--- config.mk ---
export PLATFORM = sky130hd
export DESIGN_NAME = rom_read_arbiter
export DESIGN_NICKNAME = d
export VERILOG_FILES = /design/src/rtl/rom_read_arbiter.sv
export SDC_FILE = /design/constraint.sdc
export NUM_CORES = 1
export LEC_CHECK = 0
export ABC_AREA = 1
export CAP_MARGIN = 10
export CORE_UTILIZATION = 50
export DETAILED_ROUTE_END_ITERATION = 8
export DONT_BUFFER_PORTS = 1
export HOLD_SLACK_MARGIN = 0.05
export SLEW_MARGIN = 20
export SYNTH_ARGS = -nofsm -noshare
export SYNTH_HDL_FRONTEND = slang
export SYNTH_SLANG_ARGS = --single-unit
--- constraint.sdc ---
create_clock -name clk -period 2.1 [get_ports clk]
set_input_delay 0.42 -clock clk [delete_from_list [all_inputs] [get_ports clk]]
set_output_delay 0.42 -clock clk [all_outputs]
set_load 0.01 [all_outputs]
--- src/rtl/rom_read_arbiter.sv ---
// ============================================================================
// rom_read_arbiter: shares a single-read-port ROM between two requesters with
// round-robin arbitration, a two-cycle slot per access, and fault flagging.
// Revision: 1.0
// ============================================================================
`default_nettype none

module rom_read_arbiter #(
    parameter int ROM_WORDS_LOG2 = 15
) (
    input  logic        clk,
    input  logic        reset_n,
    input  logic        m0_req,
    input  logic [31:0] m0_addr,
    output logic [31:0] m0_rdata,
    output logic        m0_rvalid,
    output logic        m0_err,
    input  logic        m1_req,
    input  logic [31:0] m1_addr,
    output logic [31:0] m1_rdata,
    output logic        m1_rvalid,
    output logic        m1_err,
    output logic [31:0] rom_addr,
    input  logic [31:0] rom_data,
    output logic        busy
);

    typedef enum logic [0:0] {
        IDLE = 1'b0,
        READ = 1'b1
    } state_t;

    state_t      r_state;
    logic        r_gnt;
    logic        r_last_grant;
    logic        r_fault;

    logic        w_any_req;
    logic        w_sel;
    logic [31:0] w_addr;
    logic        w_fault;

    // On a tie the port not served last wins; otherwise the lone requester.
    assign w_any_req = m0_req | m1_req;
    assign w_sel     = (m0_req & m1_req) ? ~r_last_grant : m1_req;
    assign w_addr    = w_sel ? m1_addr : m0_addr;
    assign w_fault   = (|w_addr[1:0]) | (|w_addr[31:ROM_WORDS_LOG2+2]);

    always_ff @(posedge clk or negedge reset_n) begin
        if (!reset_n) begin
            r_state      <= IDLE;
            r_gnt        <= 1'b0;
            r_last_grant <= 1'b1;
            r_fault      <= 1'b0;
            rom_addr     <= '0;
            m0_rdata     <= '0;
            m0_rvalid    <= 1'b0;
            m0_err       <= 1'b0;
            m1_rdata     <= '0;
            m1_rvalid    <= 1'b0;
            m1_err       <= 1'b0;
            busy         <= 1'b0;
        end else begin
            m0_rvalid <= 1'b0;
            m0_err    <= 1'b0;
            m1_rvalid <= 1'b0;
            m1_err    <= 1'b0;
            case (r_state)
                IDLE: begin
                    if (w_any_req) begin
                        rom_addr <= w_addr;
                        r_gnt    <= w_sel;
                        r_fault  <= w_fault;
                        busy     <= 1'b1;
                        r_state  <= READ;
                    end
                end
                READ: begin
                    // rom_data has settled for rom_addr; a faulted slot returns zero.
                    if (r_gnt) begin
                        m1_rdata  <= r_fault ? 32'h0 : rom_data;
                        m1_rvalid <= 1'b1;
                        m1_err    <= r_fault;
                    end else begin
                        m0_rdata  <= r_fault ? 32'h0 : rom_data;
                        m0_rvalid <= 1'b1;
                        m0_err    <= r_fault;
                    end
                    r_last_grant <= r_gnt;
                    busy         <= 1'b0;
                    r_state      <= IDLE;
                end
                default: r_state <= IDLE;
            endcase
        end
    end

endmodule

`default_nettype wire

---- Word-level counts from Yosys, hierarchy flattened ----
Cells that the tools add are included.
operators by class
  equal/unequal tests ..................... 1
  muxes and demuxes ....................... 15
  bitwise gates (word level) .............. 6
  reductions and logical operators ........ 5
operator list
  cell                                   count
  two-way mux 32 bit                     2
  OR reduction 15 bit                    1
  two-way mux 1 bit                      11
  AND reduction 2 bit                    3
  one-hot mux 1 bit (2 select lines)     2
  inverter 1 bit                         3
  != test 2 bit (second input constant)  1
  bitwise OR 1 bit                       2
  OR reduction 2 bit                     1
  AND 1 bit                              1
word-level totals
  flip-flop bits (word level) ............. 105
  bits of input ports ..................... 100

---- Depth between registers and ports, before layout ----
  depth after elaboration ................. 5
  mapped depth ............................ 10

---- Worst setup path before layout ----
No wires, ideal clock.
  path type ............................... reg-to-reg
  from .................................... reg r_last_grant
  to ...................................... reg r_fault
  setup time .............................. 0.117 ns
  arrival time ............................ 1.233 ns
  required time ........................... 1.983 ns
  slack ................................... 0.750 ns
  stages on the path, launching flop included .. 11
  clock period less this slack ............ 1.350 ns
  cells stage by stage .................... dfstp_2 nand2_2 nand2_4 inv_2 buf_6 nand2_1 nand2_1 nor2_2 nand3_1 nor2_1 nor2_1
between the ends
  longest elaborated chain between the ends .. 5
  elaborated cells between the ends (all ways) .. 6
RTL lines
  what                                                              RTL line  text
  start, declared                                                   35        logic r_last_grant;
  start signal, assigned                                            89        r_last_grant <= r_gnt;
  inverter 1 bit (*)                                                45        assign w_sel = (m0_req & m1_req) ? ~r_last_grant : m1_req;
  two-way mux 1 bit (*)                                             45
  two-way mux 32 bit (*)                                            46        assign w_addr = w_sel ? m1_addr : m0_addr;
  OR reduction 15 bit / OR reduction 2 bit (equally long branches)  47        assign w_fault = (|w_addr[1:0]) | (|w_addr[31:ROM_WORDS_LOG2+2]);
  bitwise OR 1 bit (*)                                              47
  end signal, assigned                                              73        r_fault <= w_fault;
  end, declared                                                     36        logic r_fault;
Every way passes the cells marked *; elsewhere a longest branch is shown, timed or not.
A chain may end at the register's enable or synchronous reset.

---- Worst setup path in the final report ----
Ends and elaborated chain as after synthesis.

==> results.cfg <==
[outcome]
status = finished, violations left
violations = design-rule violations, negative hold slack

[clocking]
post_cts_buffers = 0
clockBufferDepth = 2
cts.htree.levels = 3
clk_pin_slew_ns = 0.10
numCtsBuffers = 9
clkLatencyLatePin_ns = 0.36
cts_root_buffer = clkbuf_8
cts_tree = built
cts_resized = 0
cts.sinks = 105

[floorplanning]
coreArea_sq_um = 8850
num_io_pins = 201
die_w_microns = 98.2
start_util_pct = 52.3
die_h_microns = 98.2
dieArea_sq_um = 9640
rows = 34

[synthesis]
synth_top_area_share_pct = 56.2
syn-cell-area_sq_um = 4630
synth_common_cells = nand2_1 (172), dfrtp_1 (104), nor2_1 (64)
yosys_warnings = 0
synth_edf_count = 0
yosysTopAreaCell = dfrtp_1
ys_seq_area_share_pct = 56.8
synth_async_sr_flop_share_pct = 100
syn_area_per_cell_sq_um = 8.93
synth_cells = 518
ys.flop_type = dfrtp_1
synth-seq-cells = 105
synthTopCellsByArea = dfrtp_1 (56%), nand2_1 (14%), mux2_2 (7.3%)
synth_cell_types = 23
synth.net_count = 618
synth_most_common_cell = nand2_1

[timing]
fin_crit_ns = 1.76
hold_slack_ns = -0.262
maxSlewHeadroom_pct = 74.0
post-route-period-util_pct = 83.7
finalSetupTns_ns = 0
slew_viol_final = 0
setup_viol = 0
finClkSkew_ns = 0.0132
clock.fmax_mhz = 569
worstMarginPinSlew_ns = 0.390
finalHoldViolations = 105
rsz0062_at_grt = false

[grt]
met1_usage_pct = 26.7
grt_antenna_before_repair = 0
grt_usage_pct = 21.8
grt_use_met2_pct = 35.8
grt_overflow = 0
top_usage_layer = met2
grt_max_degree = 106
grt_pass1_wl_microns = 16500
grt.met3_usage_pct = 7.73
first_global_vias = 3274

[route]
via_per_inst = 5.22
antenna_left = 0
wl_per_cell_microns = 16.1
drc = 12
vias = 3254
drt_first_pass_iters = 6
drtIter0Drc = 51
routed_wl_microns = 10000

[power]
power_density_nw_per_um2 = 830
power_leakage_uw = 0.00262
irDropWorstVdd_mv = 0.363

[job]
drv_cap = 0

[placed_design]
io_buffers = 0
placed_cells = 607
gp_congestion = 0.820
dp_hpwl_microns = 6750

[layout]
drive_gt1_share_pct = 11.7
synthToLayoutAreaGrowth_pct = 4.52
antenna_cells = 0
final_util_pct = 54.7
fin_nets = 610
fin_cells = 623
fillers = 856

[setup_path]
r2r_cells = 9
worstPathRequired_ns = 2.36
slowest_stage = dfstp_2
cp_common_cell = nor2_1
start_kind = flop
arrival_ns = 2.02
crit_chain = nand2_2 > nand2_4 > inv_2 > nand2_1 > nand2_1 > nor2_1 > nand3_1 > nor2_1 > nor2_1
setup.worst_path.end_class = flop
worstSetupPathType = flop to flop
critical_path.max_fanout = 34
max_stage_delay_ns = 0.54

[min_path]
hp-class = input pin to async pin
## flip-flops by register name (all words and copies together) (netlist names)
name	count
m1_rvalid	1
m0_err	1
rom_addr	32
r_gnt	1
m0_rvalid	1
busy	1
m1_rdata	32
r_fault	1
r_state	1
m1_err	1
m0_rdata	32
r_last_grant	1
## critical path, delay by kind of cell (launching register included)
family        cells  cell delay, ns
simple gates      8            0.90
flops             1            0.54
buf+inv           1            0.22
## report_power, final
part           switching [uW]  leakage (uW)  internal, uW  total [uW]
sequential                204       0.00138          2190        2390
clock                     674     0.0000688           433        1110
combinational             329       0.00117           187         516
## cell families (layout without fill, tap and decap cells)
group                  Yosys count  count (layout)  share of synthesized area [%]
buffers and inverters           78              75                           7.87
AO/OA/AOI/OAI                   48              48                           5.38
flip-flops                     105             105                           56.8
AND/OR/NAND/NOR                255             255                           22.1
multiplexers                    32              32                           7.79
## stage by stage
step	setup slack (ns)	total power [uW]	hold slack [ns]	area, sq um
finish	0.342	4020	-0.262	4840
global route	0.129	4230	-0.296	4840
CTS	0.308	4080	-0.284	4840
detailed placement	0.315	2960	0.126	4670
global placement	0.391	2950	0.126	4670
floorplan	0.750	2830	0.124	4630
## worst paths after layout
check	from	endpoint	slack, ns
setup / recovery	r_last_grant	r_fault	0.34
hold / removal	reset_n	m1_rdata[10]	-0.26
setup reg to reg	r_last_grant	r_fault	0.34
hold reg to reg	r_last_grant	r_last_grant	0.47
max in group asynchronous	reset_n	r_last_grant	2.14
min in group clk	m1_addr[12]	rom_addr[12]	0.22
## cell usage in the layout (no fill, tap or decap), types with 2 or more instances in the layout
master	n
nand2_1	172
clkbuf_8	9
dfrtp_1	104
nor2_1	64
inv_1	49
mux2_2	30
buf_4	5
nand3b_1	9
a31oi_1	4
inv_2	3
nand3_1	4
buf_12	2
o21ai_0	22
o21ai_1	21
nor2_4	2
clkinvlp_4	4
mux2_1	2
clkbuf_1	3
## layout make-up
class                           instances  area (sq um)  area share, %
Timing Repair Buffer                    7          77.6           1.60
Clock buffer                           12           135           2.79
Sequential cell                       105          2630           54.4
Clock inverter                          4          30.0          0.621
Inverter                               52           195           4.04
Multi-Input combinational cell        335          1630           33.8
Tap cell                              108           135           2.79
## layer usage
layer  share of wire (%)  routed length, microns  vias to the layer above
li1                    -                       -                     1579
met1                  41                    4130                     1527
met2                  48                    4840                      133
met3                 9.0                     906                       15
met4                 1.7                     170                        0
met5                   0                       0                        -
(Power assumes the default switching activity.)
